[src/rtl/wb_req_master_pkg.sv]
// Shared types for wb_req_master: FSM state encoding and response status constants.
package wb_req_master_pkg;

    typedef enum logic [2:0] {
        S_IDLE,
        S_STROBE,
        S_WAIT,
        S_BACKOFF,
        S_RESP
    } state_t;

    localparam logic        RSP_OK       = 1'b0;
    localparam logic        RSP_ERR      = 1'b1;
    localparam logic [31:0] RSP_DAT_NONE = 32'h0;

    // Counter width able to hold 0..max_val, never narrower than one bit.
    function automatic int cnt_width(input int max_val);
        return (max_val < 1) ? 1 : $clog2(max_val + 1);
    endfunction

endpackage

[src/rtl/wb_req_master_if.sv]
// Request/response handshake plus Wishbone pipelined master bus of wb_req_master.
interface wb_req_master_if #(
    parameter int ADDR_WIDTH = 4
);
    logic                  req_valid_i;
    logic                  req_ready_o;
    logic                  req_we_i;
    logic [ADDR_WIDTH-1:0] req_adr_i;
    logic [3:0]            req_sel_i;
    logic [31:0]           req_dat_i;

    logic                  rsp_valid_o;
    logic                  rsp_err_o;
    logic [31:0]           rsp_dat_o;

    logic                  wb_cyc_o;
    logic                  wb_stb_o;
    logic                  wb_we_o;
    logic [ADDR_WIDTH-1:0] wb_adr_o;
    logic [3:0]            wb_sel_o;
    logic [31:0]           wb_dat_o;
    logic                  wb_ack_i;
    logic                  wb_err_i;
    logic                  wb_rty_i;
    logic                  wb_stall_i;
    logic [31:0]           wb_dat_i;

    modport master (
        input  req_valid_i, req_we_i, req_adr_i, req_sel_i, req_dat_i,
        output req_ready_o,
        output rsp_valid_o, rsp_err_o, rsp_dat_o,
        output wb_cyc_o, wb_stb_o, wb_we_o, wb_adr_o, wb_sel_o, wb_dat_o,
        input  wb_ack_i, wb_err_i, wb_rty_i, wb_stall_i, wb_dat_i
    );

    modport slave (
        output req_valid_i, req_we_i, req_adr_i, req_sel_i, req_dat_i,
        input  req_ready_o,
        input  rsp_valid_o, rsp_err_o, rsp_dat_o,
        input  wb_cyc_o, wb_stb_o, wb_we_o, wb_adr_o, wb_sel_o, wb_dat_o,
        output wb_ack_i, wb_err_i, wb_rty_i, wb_stall_i, wb_dat_i
    );

endinterface

[src/rtl/wb_req_timer.sv]
// wb_req_timer: per-attempt cycle watchdog, built only with WB_REQ_MASTER_TIMEOUT_EN.
// Latency: expired rises combinationally in the TIMEOUT-th enabled cycle since clear.
// Backpressure: none; the count freezes once expired until the next clear.
module wb_req_timer #(
    parameter int TIMEOUT = 255
) (
    input  logic clk_i,
    input  logic rst_n_i,
    input  logic clear,
    input  logic enable,
    output logic expired
);
    localparam int CW = (TIMEOUT < 2) ? 1 : $clog2(TIMEOUT);

    logic [CW-1:0] cnt_q;

    // The current enabled cycle counts toward the limit, hence TIMEOUT-1.
    assign expired = enable && (cnt_q == CW'(TIMEOUT - 1));

    always_ff @(posedge clk_i or negedge rst_n_i) begin
        if (!rst_n_i) begin
            cnt_q <= '0;
        end else if (clear) begin
            cnt_q <= '0;
        end else if (enable && !expired) begin
            cnt_q <= cnt_q + CW'(1);
        end
    end

endmodule

[src/rtl/wb_req_master.sv]
// wb_req_master: one request at a time onto a Wishbone pipelined bus, rty retries, timeout under WB_REQ_MASTER_TIMEOUT_EN.
// Latency: strobe the cycle after the handshake; rsp_valid_o the cycle after the terminating ack/err/rty.
// Backpressure: req_ready_o only in IDLE; wb_stall_i holds the strobe; responses are never stalled.
module wb_req_master
    import wb_req_master_pkg::*;
#(
    parameter int ADDR_WIDTH = 4,
    parameter int TIMEOUT    = 255,
    parameter int MAX_RETRY  = 3
) (
    input  logic            clk_i,
    input  logic            rst_n_i,
    wb_req_master_if.master bus
);
    localparam int RW = cnt_width(MAX_RETRY);

    if (TIMEOUT < 1 || MAX_RETRY < 0) begin : g_bad_cfg
        $error("wb_req_master: TIMEOUT must be >= 1 and MAX_RETRY >= 0");
    end

    state_t                state_q, state_d;
    logic                  we_q;
    logic [ADDR_WIDTH-1:0] adr_q;
    logic [3:0]            sel_q;
    logic [31:0]           dat_q;
    logic [RW-1:0]         retry_q;
    logic                  rsp_err_q;
    logic [31:0]           rsp_dat_q;

    logic                  latch, retry_inc, rsp_set, rsp_err_d;
    logic [31:0]           rsp_dat_d;
    logic                  in_access, sampled, timeout_hit;

    assign in_access = (state_q == S_STROBE) || (state_q == S_WAIT);
    // Slave status only counts once the strobe has been taken.
    assign sampled   = (state_q == S_WAIT) || (state_q == S_STROBE && !bus.wb_stall_i);

`ifdef WB_REQ_MASTER_TIMEOUT_EN
    wb_req_timer #(.TIMEOUT(TIMEOUT)) u_timer (
        .clk_i   (clk_i),
        .rst_n_i (rst_n_i),
        .clear   (!in_access),
        .enable  (in_access),
        .expired (timeout_hit)
    );
`else
    assign timeout_hit = 1'b0;
`endif

    always_comb begin
        state_d   = state_q;
        latch     = 1'b0;
        retry_inc = 1'b0;
        rsp_set   = 1'b0;
        rsp_err_d = RSP_OK;
        rsp_dat_d = RSP_DAT_NONE;
        unique case (state_q)
            S_IDLE: begin
                if (bus.req_valid_i) begin
                    state_d = S_STROBE;
                    latch   = 1'b1;
                end
            end
            S_STROBE, S_WAIT: begin
                if (sampled && bus.wb_err_i) begin
                    state_d   = S_RESP;
                    rsp_set   = 1'b1;
                    rsp_err_d = RSP_ERR;
                end else if (sampled && bus.wb_ack_i) begin
                    state_d   = S_RESP;
                    rsp_set   = 1'b1;
                    rsp_dat_d = we_q ? RSP_DAT_NONE : bus.wb_dat_i;
                end else if (sampled && bus.wb_rty_i) begin
                    if (retry_q < RW'(MAX_RETRY)) begin
                        state_d   = S_BACKOFF;
                        retry_inc = 1'b1;
                    end else begin
                        state_d   = S_RESP;
                        rsp_set   = 1'b1;
                        rsp_err_d = RSP_ERR;
                    end
                end else if (timeout_hit) begin
                    state_d   = S_RESP;
                    rsp_set   = 1'b1;
                    rsp_err_d = RSP_ERR;
                end else if (sampled) begin
                    state_d = S_WAIT;
                end
            end
            S_BACKOFF: state_d = S_STROBE;
            S_RESP:    state_d = S_IDLE;
            default:   state_d = S_IDLE;
        endcase
    end

    always_ff @(posedge clk_i or negedge rst_n_i) begin
        if (!rst_n_i) begin
            state_q   <= S_IDLE;
            we_q      <= 1'b0;
            adr_q     <= '0;
            sel_q     <= '0;
            dat_q     <= '0;
            retry_q   <= '0;
            rsp_err_q <= RSP_OK;
            rsp_dat_q <= RSP_DAT_NONE;
        end else begin
            state_q <= state_d;
            if (latch) begin
                we_q    <= bus.req_we_i;
                adr_q   <= bus.req_adr_i;
                sel_q   <= bus.req_sel_i;
                dat_q   <= bus.req_dat_i;
                retry_q <= '0;
            end else if (retry_inc) begin
                retry_q <= retry_q + RW'(1);
            end
            if (rsp_set) begin
                rsp_err_q <= rsp_err_d;
                rsp_dat_q <= rsp_dat_d;
            end
        end
    end

    // Ready is gated by reset so it reads low for as long as reset is held.
    assign bus.req_ready_o = rst_n_i && (state_q == S_IDLE);
    assign bus.wb_cyc_o    = in_access;
    assign bus.wb_stb_o    = (state_q == S_STROBE);
    assign bus.wb_we_o     = we_q;
    assign bus.wb_adr_o    = adr_q;
    assign bus.wb_sel_o    = sel_q;
    assign bus.wb_dat_o    = dat_q;
    assign bus.rsp_valid_o = (state_q == S_RESP);
    assign bus.rsp_err_o   = rsp_err_q;
    assign bus.rsp_dat_o   = rsp_dat_q;

endmodule

[src/flat_wrapper.sv]
// flat-port wrapper written by rule: the top's interface ports become plain ports
module wb_req_master_flat import wb_req_master_pkg::*;
#(
    parameter int ADDR_WIDTH = 4,
    parameter int TIMEOUT    = 255,
    parameter int MAX_RETRY  = 3
)
  (clk_i, rst_n_i, bus_req_valid_i, bus_req_we_i, bus_req_adr_i, bus_req_sel_i, bus_req_dat_i, bus_req_ready_o, bus_rsp_valid_o, bus_rsp_err_o, bus_rsp_dat_o, bus_wb_cyc_o, bus_wb_stb_o, bus_wb_we_o, bus_wb_adr_o, bus_wb_sel_o, bus_wb_dat_o, bus_wb_ack_i, bus_wb_err_i, bus_wb_rty_i, bus_wb_stall_i, bus_wb_dat_i);
  wb_req_master_if #(.ADDR_WIDTH(ADDR_WIDTH)) bus_i ();
  input  logic clk_i;
  input  logic rst_n_i;
  input wire logic [$bits(bus_i.req_valid_i)-1:0] bus_req_valid_i;
  input wire logic [$bits(bus_i.req_we_i)-1:0] bus_req_we_i;
  input wire logic [$bits(bus_i.req_adr_i)-1:0] bus_req_adr_i;
  input wire logic [$bits(bus_i.req_sel_i)-1:0] bus_req_sel_i;
  input wire logic [$bits(bus_i.req_dat_i)-1:0] bus_req_dat_i;
  output wire logic [$bits(bus_i.req_ready_o)-1:0] bus_req_ready_o;
  output wire logic [$bits(bus_i.rsp_valid_o)-1:0] bus_rsp_valid_o;
  output wire logic [$bits(bus_i.rsp_err_o)-1:0] bus_rsp_err_o;
  output wire logic [$bits(bus_i.rsp_dat_o)-1:0] bus_rsp_dat_o;
  output wire logic [$bits(bus_i.wb_cyc_o)-1:0] bus_wb_cyc_o;
  output wire logic [$bits(bus_i.wb_stb_o)-1:0] bus_wb_stb_o;
  output wire logic [$bits(bus_i.wb_we_o)-1:0] bus_wb_we_o;
  output wire logic [$bits(bus_i.wb_adr_o)-1:0] bus_wb_adr_o;
  output wire logic [$bits(bus_i.wb_sel_o)-1:0] bus_wb_sel_o;
  output wire logic [$bits(bus_i.wb_dat_o)-1:0] bus_wb_dat_o;
  input wire logic [$bits(bus_i.wb_ack_i)-1:0] bus_wb_ack_i;
  input wire logic [$bits(bus_i.wb_err_i)-1:0] bus_wb_err_i;
  input wire logic [$bits(bus_i.wb_rty_i)-1:0] bus_wb_rty_i;
  input wire logic [$bits(bus_i.wb_stall_i)-1:0] bus_wb_stall_i;
  input wire logic [$bits(bus_i.wb_dat_i)-1:0] bus_wb_dat_i;
  assign bus_i.req_valid_i = bus_req_valid_i;
  assign bus_i.req_we_i = bus_req_we_i;
  assign bus_i.req_adr_i = bus_req_adr_i;
  assign bus_i.req_sel_i = bus_req_sel_i;
  assign bus_i.req_dat_i = bus_req_dat_i;
  assign bus_req_ready_o = bus_i.req_ready_o;
  assign bus_rsp_valid_o = bus_i.rsp_valid_o;
  assign bus_rsp_err_o = bus_i.rsp_err_o;
  assign bus_rsp_dat_o = bus_i.rsp_dat_o;
  assign bus_wb_cyc_o = bus_i.wb_cyc_o;
  assign bus_wb_stb_o = bus_i.wb_stb_o;
  assign bus_wb_we_o = bus_i.wb_we_o;
  assign bus_wb_adr_o = bus_i.wb_adr_o;
  assign bus_wb_sel_o = bus_i.wb_sel_o;
  assign bus_wb_dat_o = bus_i.wb_dat_o;
  assign bus_i.wb_ack_i = bus_wb_ack_i;
  assign bus_i.wb_err_i = bus_wb_err_i;
  assign bus_i.wb_rty_i = bus_wb_rty_i;
  assign bus_i.wb_stall_i = bus_wb_stall_i;
  assign bus_i.wb_dat_i = bus_wb_dat_i;
  wb_req_master #(.ADDR_WIDTH(ADDR_WIDTH), .TIMEOUT(TIMEOUT), .MAX_RETRY(MAX_RETRY)) u_core (.clk_i(clk_i), .rst_n_i(rst_n_i), .bus(bus_i));
endmodule
[config.mk]
export PLATFORM = sky130hd
export DESIGN_NAME = wb_req_master_flat
export DESIGN_NICKNAME = d
export VERILOG_FILES = /design/src/rtl/wb_req_master_pkg.sv /design/src/rtl/wb_req_master_if.sv /design/src/rtl/wb_req_timer.sv /design/src/rtl/wb_req_master.sv /design/src/flat_wrapper.sv
export SDC_FILE = /design/constraint.sdc
export NUM_CORES = 1
export LEC_CHECK = 0
export CAP_MARGIN = 10
export CORE_UTILIZATION = 40
export DETAILED_ROUTE_END_ITERATION = 12
export PLACE_DENSITY = 0.91
export SETUP_SLACK_MARGIN = 0.05
export SYNTH_ARGS = -nofsm -noshare
export SYNTH_HDL_FRONTEND = slang
export SYNTH_SLANG_ARGS = --single-unit
[constraint.sdc]
create_clock -name clk_i -period 3.6 [get_ports clk_i]
set_input_delay 0.36 -clock clk_i [delete_from_list [all_inputs] [get_ports clk_i]]
set_output_delay 0.36 -clock clk_i [all_outputs]
set_load 0.02 [all_outputs]
# Word-level counts from Yosys, hierarchy flattened
# Cells that the tools add are included.
# word_totals
reg_bits	79
in_bits	80
wordCells	56
# classes
addsub	1
order_cmp	1
eq_ne	6
n_mux	28
n_reduce_logical	12
# ops
op	n
$mux 32	4
$mux 3	6
$mux 1	15
$pmux 3 s3	1
$eq 3x2->1 const B	2
$logic_and 1x1->1	5
$ne 5x1->1 const B	1
$mux 2	2
$eq 3x1->1 const B	1
$eq 3x3->1 const B	1
$logic_not 3->1	1
$add 2x1->2 const B	1
$logic_or 1x1->1	2
$lt 2x2->1 const B	1
$ne 2x2->1 const B	1
$reduce_and 2->1	1
$reduce_bool 2->1	1
$reduce_or 2->1	1
$logic_not 1->1	1

# Longest topological paths before layout
# Gate-level depths: netlist (run 1).
# logic_depth
depth_word	10
mapped_depth	5

# Least setup slack after synthesis (run 1)
# Ideal clock, no wire load.
# synth_timing
path_type	flip-flop to flip-flop
start	register u_core.state_q[1]
end	register u_core.rsp_dat_q[31], in the netlist u_core.bus.rsp_dat_o[31]
setup_time_ps	65
arrival_ps	1690
required_ps	3535
slack_ps	1845
path_stages_with_launch	6
n_path_buf	2
period_less_slack_ps	1755
cell_sequence	dfrtp_1 -> buf_6 -> or3b_4 -> a2111oi_4 -> buf_6 -> a22o_2
# synth_via
elab_chain_len	8
# synth_rtl
element	line_no	rtl
start: declaration	wb_req_master.sv:21	state_t state_q, state_d;
start signal: assignment	wb_req_master.sv:107	state_q <= state_d;
$eq 3x1->1	wb_req_master.sv:36, wb_req_master.sv:57	
$logic_and 1x1->1	wb_req_master.sv:36	assign sampled = (state_q == S_WAIT) || (state_q == S_STROBE && !bus.wb_stall_i);
$logic_or 1x1->1	wb_req_master.sv:36	
$logic_and 1x1->1	wb_req_master.sv:73	end else if (sampled && bus.wb_rty_i) begin
$mux 1	wb_req_master.sv:73	
$mux 1	wb_req_master.sv:69	end else if (sampled && bus.wb_ack_i) begin
$mux 1	wb_req_master.sv:65	if (sampled && bus.wb_err_i) begin
$mux 1	wb_req_master.sv:57	unique case (state_q)
end signal: assignment	wb_req_master.sv:119	rsp_dat_q <= rsp_dat_d;
end: declaration	wb_req_master.sv:28	logic [31:0] rsp_dat_q;
# Several ways; a longest one is shown, not always the timed one.
# A chain may end at the register's enable or synchronous reset.

# Worst setup path after layout (run 1)
# layout_timing
start	input port rst_n_i
end	output port bus_req_ready_o
# layout_via
elab_chain_len	1
# layout_rtl
element	line_no	rtl
start: declaration	flat_wrapper.sv:11	input logic rst_n_i;
$logic_and 1x1->1	wb_req_master.sv:125	assign bus.req_ready_o = rst_n_i && (state_q == S_IDLE);
end: declaration	flat_wrapper.sv:17	output wire logic [$bits(bus_i.req_ready_o)-1:0] bus_req_ready_o;
# Every way passes these cells.

==> results.yml, run 1 <==
detailed_routing:
  wirelength_um: 7550
  avgViaCountPerCell: 4.80
  drt_iter0_markers: 78
  ant_nets: 0
  post_drt_wl_per_cell_um: 16.3
  drtPass1Iterations: 3
  vias: 2224
  drc: 0
grt:
  grt_overflow: 0
  grt_pass1_vias: 2520
  grt_pass1_wl_um: 12500
  antenna_found_initial: 0
  grt_max_degree: 52
  grt_util_all_layers_pct: 19.5
timing:
  fin_setup_tns_ps: 0
  fmax_mhz: 384
  fin_skew_ps: 11.8
  worstMarginPinSlew_ps: 629
  fin_ws_ps: 998
  rsz0062_at_grt: "no"
  fin_crit_sh_pct: 72.3
  hold_viol: 0
  finalMaxSlewViolations: 0
  fin_crit_ps: 2600
  setup_viol: 0
  slew_headroom_pct: 58.1
final_layout:
  final_nets: 440
  fillers: 542
  layout-drive-gt1-share_pct: 21.2
  layout_commonest_cell: "clkdlybuf4s50_1"
  fin_cells: 463
  syn_to_final_growth_pct: 59.8
  design_area_mm2: 0.00492
  diodes: 0
  final_cell_mix: "clkdlybuf4s50_1, dfrtp_1, mux2_2"
synthesis:
  syn_avg_cell_area_um2: 15.5
  yosys_most_used_dff: "dfrtp_1"
  netlist_area_mm2: 0.00308
  yosysSeqAreaShare_pct: 64.2
  synthArstFlopShare_pct: 100
  yosys_warnings: 0
  synth_seq_cells: 79
  synth_edf_count: 0
  ys_types: 28
  syn_inst: 199
  syn_nets: 280
power:
  power_density_mw_per_mm2: 831
  p_leak_nw: 2.09
  switching_share_pct: 35.3
  total_power_w: 0.00409
  p_clk_share_pct: 15.4
  pwr-share-comb_pct: 48.1
  p_int_w: 0.00265
  ir_worst_vdd_mv: 0.424
  p_seq_share_pct: 36.5
  p_switching_w: 0.00144
clock_network:
  max-clock-path-buffers: 2
  clk_latency_ps: 340
  cts_buffers: 9
  cts_tree: "yes"
  htree_levels: 3
  clkTransAtPathRegs_ps: 80
  post_cts_buffers: 0
  cts-root-buf: "clkbuf_8"
  clkSinkCount: 79
die:
  num_rows: 31
  chipWidth_um: 89.8
  die_h_um: 89.8
  fp.coreArea_mm2: 0.00733
  die-area_mm2: 0.00806
  start_util_pct: 42.0
  ioPinCount: 158
critical_path:
  path_cells: "dlygate4sd3_1 > buf_4 > nor4b_1 > clkdlybuf4s50_1"
  cp_max_fo: 30
  critPathSlowestCell: "clkdlybuf4s50_1"
  reg2regPathDepth: 4
  crit_path_max_incr_delay_ps: 660
  path_class: "in -> out"
  critPathArrivalTime_ps: 2240
  crit_path_end_kind: "output pin"
  required_ps: 3240
  critPathLaunchType: "primary input"
hold_path:
  hold_depth: 1
  hold_class: "reg -> reg"
place:
  place_area_mm2: 0.00472
  place_congestion: 0.794
  dp_hpwl_um: 5520
  dp_cells: 446
  io_buffers: 157
  post-place-ws_ps: 1160
outcome:
  status: "completed"
job:
  drv_cap: 0
## worst max-delay path: cells and delay by family
family / cells / cell delay (ps)
buf+inv: 3 / 1570
simple gates: 1 / 300
## through the flow
stage | hold WS, ps | utilization [%]
global placement | 303 | 64.4
detailed placement | 311 | 64.4
floorplan | 64.4 | -
CTS | 493 | 67.2
global route | 516 | 67.2
finish | 489 | 67.2
## synthesized netlist by cell type, types with 3 or more instances
master	n	share of area (%)
dfrtp_1	79	64
mux2_2	38	14
a22o_1	16	4.5
a22o_2	16	5.2
buf_2	4	0.65
buf_6	4	1.5
clkbuf_1	4	0.49
inv_1	4	0.49
mux2_1	4	1.5
nand2b_1	4	0.81
a211oi_1	3	0.73
## metal layers
metal / GRT usage, % / wire length, µm
met2: 33.0 / 3940
met4: 8.20 / 157
met1: 23.1 / 2970
met5: 0 / 0
met3: 5.92 / 479
## sequential cells by signal (all words and copies together), names as in the netlist
name	cells
u_core.bus.wb_we_o	1
u_core.bus.rsp_dat_o	32
u_core.retry_q	2
u_core.bus.wb_adr_o	4
u_core.bus.rsp_err_o	1
u_core.bus.wb_dat_o	32
u_core.state_q	3
u_core.bus.wb_sel_o	4
## layout make-up
class	instances	area, µm²	area share [%]
clock buffer	10	128	2.59
clock inverter	6	61.3	1.25
inverter	4	15.0	0.305
multi-input combinational	103	1010	20.5
sequential	79	1980	40.2
tap	99	124	2.52
timing repair buffer	162	1610	32.7
## power groups by stage
stage | Sequential, W | Clock, W | Combinational [W]
2_1_floorplan | 0.00191 | 0 | 0.000584
3_3_place_gp | 0.00149 | 0 | 0.00195
3_5_place_dp | 0.00150 | 0 | 0.00199
4_1_cts | 0.00150 | 0.000648 | 0.00199
5_1_grt | 0.00155 | 0.000680 | 0.00207
6_report | 0.00149 | 0.000632 | 0.00197
## cell families (layout without fill, tap and decap cells)
family	Yosys count	count (layout)	share of synthesized area [%]
fa+ha+maj	1	1	0.406
compound gates	44	44	13.0
mux	43	43	15.7
buf+inv	17	182	3.33
flops	79	79	64.2
simple gates	15	15	3.41
## worst paths after layout
kind | start | endpoint | slack [ps]
min in group asynchronous | rst_n_i | u_core.bus.wb_dat_o[9] | 510
worst max register to register | u_core.state_q[0] | u_core.bus.rsp_dat_o[25] | 1430
worst min-delay path | u_core.bus.wb_dat_o[22] | u_core.bus.wb_dat_o[22] | 490
worst max-delay path | rst_n_i | bus_req_ready_o | 1000
worst min register to register | u_core.bus.wb_dat_o[22] | u_core.bus.wb_dat_o[22] | 490
max in group asynchronous | rst_n_i | u_core.bus.wb_dat_o[14] | 2120
## timing repair
item                      4_1_cts  5_1_grt
gates resized for setup         0        0
hold buffers                    1        0
hold endpoints to repair       28        0
Power figures use the tool's default switching activity.
==> run 2: changes to the inputs <==
--- a/config.mk
+++ b/config.mk
@@ -6,9 +6,9 @@
 export NUM_CORES = 1
 export LEC_CHECK = 0
 export CAP_MARGIN = 10
-export CORE_UTILIZATION = 40
+export CORE_UTILIZATION = 36
 export DETAILED_ROUTE_END_ITERATION = 12
-export PLACE_DENSITY = 0.91
+export PLACE_DENSITY = 0.87
 export SETUP_SLACK_MARGIN = 0.05
 export SYNTH_ARGS = -nofsm -noshare
 export SYNTH_HDL_FRONTEND = slang
==> constraint.sdc (replaced) <==
create_clock -name clk_i -period 2.2 [get_ports clk_i]
set_input_delay 0.22 -clock clk_i [delete_from_list [all_inputs] [get_ports clk_i]]
set_output_delay 0.22 -clock clk_i [all_outputs]
set_load 0.02 [all_outputs]
==> results.yml, run 2 (synthesis results as in run 1) <==
outcome:
  status: "completed"
clock_network:
  max-clock-path-buffers: 2
  post_cts_buffers: 0
  cts_tree: "yes"
  htree_levels: 3
  cts-root-buf: "clkbuf_8"
  cts_buffers: 9
  clkTransAtPathRegs_ps: 80
  clkSinkCount: 79
  clk_latency_ps: 340
timing:
  finalMaxSlewViolations: 0
  hold_viol: 0
  rsz0062_at_grt: "no"
  fin_skew_ps: 9.63
  fin_hold_ws_ps: 145
  slew_headroom_pct: 34.4
  worstMarginPinSlew_ps: 984
  setup_viol: 0
  fin_crit_sh_pct: 88.5
  fin_setup_tns_ps: 0
  fin_crit_ps: 1950
  fmax_mhz: 514
power:
  ir_worst_vdd_mv: 0.697
  pwr-share-comb_pct: 47.0
  p_clk_share_pct: 17.7
  switching_share_pct: 34.1
  p_int_w: 0.00457
  p_leak_nw: 2.15
  power_density_mw_per_mm2: 1380
  p_switching_w: 0.00237
  p_seq_share_pct: 35.3
die:
  die-area_mm2: 0.00893
  chipWidth_um: 94.5
  ioPinCount: 158
  fp.coreArea_mm2: 0.00826
  start_util_pct: 37.3
  die_h_um: 94.5
  num_rows: 33
final_layout:
  final_cell_mix: "clkdlybuf4s50_1, dfrtp_1, mux2_2"
  syn_to_final_growth_pct: 62.8
  diodes: 0
  final_nets: 440
  final_util_pct: 60.7
  fin_cells: 468
  layout_commonest_cell: "clkdlybuf4s50_1"
  layout-drive-gt1-share_pct: 21.8
  design_area_mm2: 0.00501
critical_path:
  crit_path_end_kind: "output pin"
  required_ps: 1980
  path_class: "reg -> out"
  path_cells: "inv_1 > nor3_1 > clkdlybuf4s50_1"
  critPathArrivalTime_ps: 1730
  crit_path_max_incr_delay_ps: 640
  reg2regPathDepth: 4
  rrSetupSlack_ps: 320
  reg2reg_to: "u_core.bus.rsp_dat_o[8]"
  critPathSlowestCell: "clkdlybuf4s50_1"
  cp_max_fo: 7
  critPathLaunchType: "flip-flop"
  timing.rr.start: "u_core.state_q[0]"
job:
  drv_cap: 0
detailed_routing:
  drt_iter0_markers: 87
  vias: 2287
  ant_nets: 0
  drc: 0
  avgViaCountPerCell: 4.89
  post_drt_wl_per_cell_um: 16.5
  wirelength_um: 7740
  drtPass1Iterations: 4
grt:
  grt_pass1_vias: 2454
  antenna_found_initial: 0
  grt_max_degree: 80
  grt_util_all_layers_pct: 18.3
  grt_overflow: 0
  grt_pass1_wl_um: 12400
hold_path:
  hold_class: "in -> async"
place:
  place_congestion: 0.834
  dp_hpwl_um: 5590
  io_buffers: 157
  place_area_mm2: 0.00478
  dp_cells: 453
==> run 2: through the flow <==
step | setup WS, ps | total power (W)
after floorplan | 445 | 0.00408
after global placement | 254 | 0.00566
after detailed placement | 179 | 0.00577
after CTS | 75.8 | 0.00702
after global routing | 137 | 0.00730
final | 254 | 0.00693
==> run 2: worst max path at each step <==
stage	startpoint	end	slack, ps	cells after the start
3_3_place_gp	bus_wb_stall_i	u_core.bus.rsp_dat_o[22]	250	5
6_report	u_core.state_q[2]	bus_rsp_valid_o	250	3
3_5_place_dp	bus_wb_stall_i	u_core.bus.rsp_dat_o[8]	180	5
4_1_cts	u_core.state_q[1]	bus_req_ready_o	80	2
2_1_floorplan	u_core.state_q[1]	u_core.bus.rsp_dat_o[31]	450	5
5_1_grt	u_core.state_q[1]	bus_wb_stb_o	140	4
==> run 2: what timing repair did <==
| action | CTS | global route |
|---|---|---|
| resized for setup | 0 | 3 |
| hold buffers | 0 | 0 |
| endpoints found under the setup margin | 0 | 3 |
==> run 2: final cells by class <==
cell class,instances,area [µm²]
multi-input combinational,103,1010
fill,659,3240
tap,105,131
inverter,4,15.0
sequential,79,1980
clock buffer,12,165
timing repair buffer,162,1650
clock inverter,3,65.1
==> run 2: worst max-delay path: cells and delay by family (launching register included) <==
kind	cells	cell delay, ps
buffers and inverters	2	750
AND/OR/NAND/NOR	1	180
flip-flops	1	470
==> run 2: power groups by stage <==
stage	clock [W]	combinational, W	sequential (W)
2_1_floorplan	0	0.000955	0.00313
3_3_place_gp	0	0.00323	0.00243
3_5_place_dp	0	0.00330	0.00247
4_1_cts	0.00126	0.00330	0.00246
5_1_grt	0.00133	0.00344	0.00253
6_report	0.00123	0.00326	0.00245
==> run 2: routing by layer <==
layer	vias up	part of all wire [%]	GRT usage, %
met3	12	7.9	6.92
met2	98	51	29.7
met1	1128	40	22.8
met5	-	0	0
li1	1049	-	-
met4	0	1.5	5.56
==> patch (settings of run 2) <==
The option `WB_REQ_MASTER_TIMEOUT_EN` is turned on by a define.
--- a/src/rtl/wb_req_master.sv
+++ b/src/rtl/wb_req_master.sv
@@ -1,6 +1,8 @@
 // wb_req_master: one request at a time onto a Wishbone pipelined bus, rty retries, timeout under WB_REQ_MASTER_TIMEOUT_EN.
 // Latency: strobe the cycle after the handshake; rsp_valid_o the cycle after the terminating ack/err/rty.
 // Backpressure: req_ready_o only in IDLE; wb_stall_i holds the strobe; responses are never stalled.
+`define WB_REQ_MASTER_TIMEOUT_EN
+
 module wb_req_master
     import wb_req_master_pkg::*;
 #(
Behaviour: no difference found for any inputs over 10 cycles, from zero or initial values and one cycle with rst_n_i low; that may be too few to reach the edited logic, so the function may still have changed.
==> patch against run 2 <==
Sequential cell count increased by 8; global-route usage is 0.97 points lower; sequential share of layout area increased by 0.80 points; highest routed layer unchanged; setup slack got worse by 0.062 ns; routed wire length is 9.2% higher; largest cell class unchanged; cell area increased by 7.9%; count of clock-buffer cells in the layout fell by 3; via count rose by 15%; synthesized area rose by 13%; power up 11%.
==> patch: results (changes against run 2) <==
| Metric | Value |
|---|---|
| Vias per cell | `4.89 (+0.15%)` |
| Slew @ Worst Pin | `0.550 ns (-0.433 ns)` |
| CTS root buffer | `clkbuf_8` |
| Syn nets | `327 (+17%)` |
| GPL Wtd Cong | `0.909 (+9.0%)` |
| VDD IR max | `0.000679 V (-2.6%)` |
| I/O Buffers | `157 (unchanged)` |
| Leak pwr | `2.30 nW (+7.1%)` |
| First-pass GRT wire length | `13.6 mm (+10%)` |
| Number of clock buffers inserted by TritonCTS | `9 (unchanged)` |
| Top cells by area, synth | `dfrtp_1 63%, mux2_2 13%, a22o_1 8.3%` |
| Placed cell areas | `5190 sq um (+8.7%)` |
| DRT iter0 DRCs | `92 (+5.7%)` |
| Arrival time at the worst endpoint | `1.79 ns (+0.06 ns)` |
| Setup Buffers After CTS | `0 (unchanged)` |
| Hold Crit Class | `input port to flip-flop` |
| Clock Skews | `0.0206 ns (+0.0109 ns)` |
| Vias in the first global route | `2,790 (+14%)` |
| Clock-pin slew on the worst setup and hold paths | `0.11 ns (+0.03 ns)` |
| Post-detail-place hpwl | `6.05 mm (+8.1%)` |
| Netlist cell types | `33 (+18%)` |
| GRT Util Overall | `17.4% (-0.97 points)` |
| Worst r2r src | `u_core.u_timer.cnt_q[0]` |
| Share of layout cells above drive strength 1 | `16.8% (-4.9 points)` |
| Max incr delay on CP | `0.60 ns (-0.04 ns)` |
| Final net count | `488 (+11%)` |
| Pin count of the biggest net entering global routing | `45 (-44%)` |
| Crit path from | `u_core.state_q[1]` |
| First-pass DRT Iterations | `4 (unchanged)` |
| Commonest cells post-synth | `87 x dfrtp_1, 41 x mux2_2, 33 x a22o_1` |
| Post-synthesis sequential area ratio | `62.7% (-1.5 points)` |
| Outcome | `complete, no violations` |
| Avg WL per Cell | `15.7 um (-5.2%)` |
## patch: cell count changes after synthesis, sizes merged, moves of 3 or more
| cell | run 2 | this run |
|---|---|---|
| and2 | 0 | 3 |
| nor3 | 1 | 5 |
| nand2b | 4 | 1 |
| nor4b | 3 | 0 |
| dfrtp | 79 | 87 |
| xor2 | 0 | 3 |
| xnor2 | 0 | 4 |
| nor2 | 2 | 14 |
| buf | 9 | 14 |
## patch: cells by family after synthesis
| kind of cell | after synthesis | synth area share, % |
|---|---|---|
| flip-flops | 87 | 62.7 |
| AO/OA/AOI/OAI | 47 | 11.4 |
| multiplexers | 43 | 13.9 |
| AND/OR/NAND/NOR | 37 | 5.58 |
| buffers and inverters | 20 | 3.64 |
| XOR/XNOR | 7 | 1.77 |
| adder cells (fa/ha/maj) | 3 | 1.08 |
## patch: timing repair
item | 4_1_cts | 5_1_grt
setup endpoints to repair | 1 | 1
hold buffers | 1 | 0
hold endpoints to repair | 87 | 0
pin swaps | 0 | 0
resized for setup | 1 | 1
## patch: final timing paths
check / slack [ns] / endpoint / cells past startpoint
worst max-delay path: 0.19 / bus_req_ready_o / 3
worst min-delay path: 0.47 / u_core.bus.rsp_dat_o[17] / 2
worst max register to register: 0.29 / u_core.bus.rsp_dat_o[22] / 7
worst min register to register: 0.51 / u_core.bus.rsp_dat_o[10] / 1
max in group asynchronous: 1.30 / u_core.bus.wb_adr_o[3] / 3
min in group asynchronous: 0.52 / u_core.bus.rsp_dat_o[8] / 3
## patch: metrics by stage
| step | worst slack [ns] | std cells |
|---|---|---|
| finish | 0.192 | 539 |
| global route | 0.0985 | 539 |
| CTS | 0.150 | 539 |
| detailed placement | 0.100 | 522 |
| global placement | 0.175 | 522 |
| floorplan | 0.295 | 244 |
## patch: power by group
part	internal [mW]	total, mW	switching [mW]
clock network	0.447	1.10	0.650
registers	2.30	2.75	0.441
logic	2.05	3.83	1.77
total	4.80	7.67	2.86
## patch: cell type report
| cell class | count | area [sq um] |
|---|---|---|
| Fill cell | 762 | 3880 |
| Sequential cell | 87 | 2180 |
| Timing Repair Buffer | 166 | 1680 |
| Multi-Input combinational cell | 137 | 1180 |
| Tap cell | 129 | 161 |
| Clock buffer | 9 | 124 |
| Clock inverter | 7 | 78.8 |
| Inverter | 4 | 15.0 |
## patch: routing by layer
metal / track usage (%) / wire, um
met5: 0 / 0
met4: 7.13 / 183
met3: 5.29 / 677
met2: 28.5 / 4200
met1: 21.4 / 3390
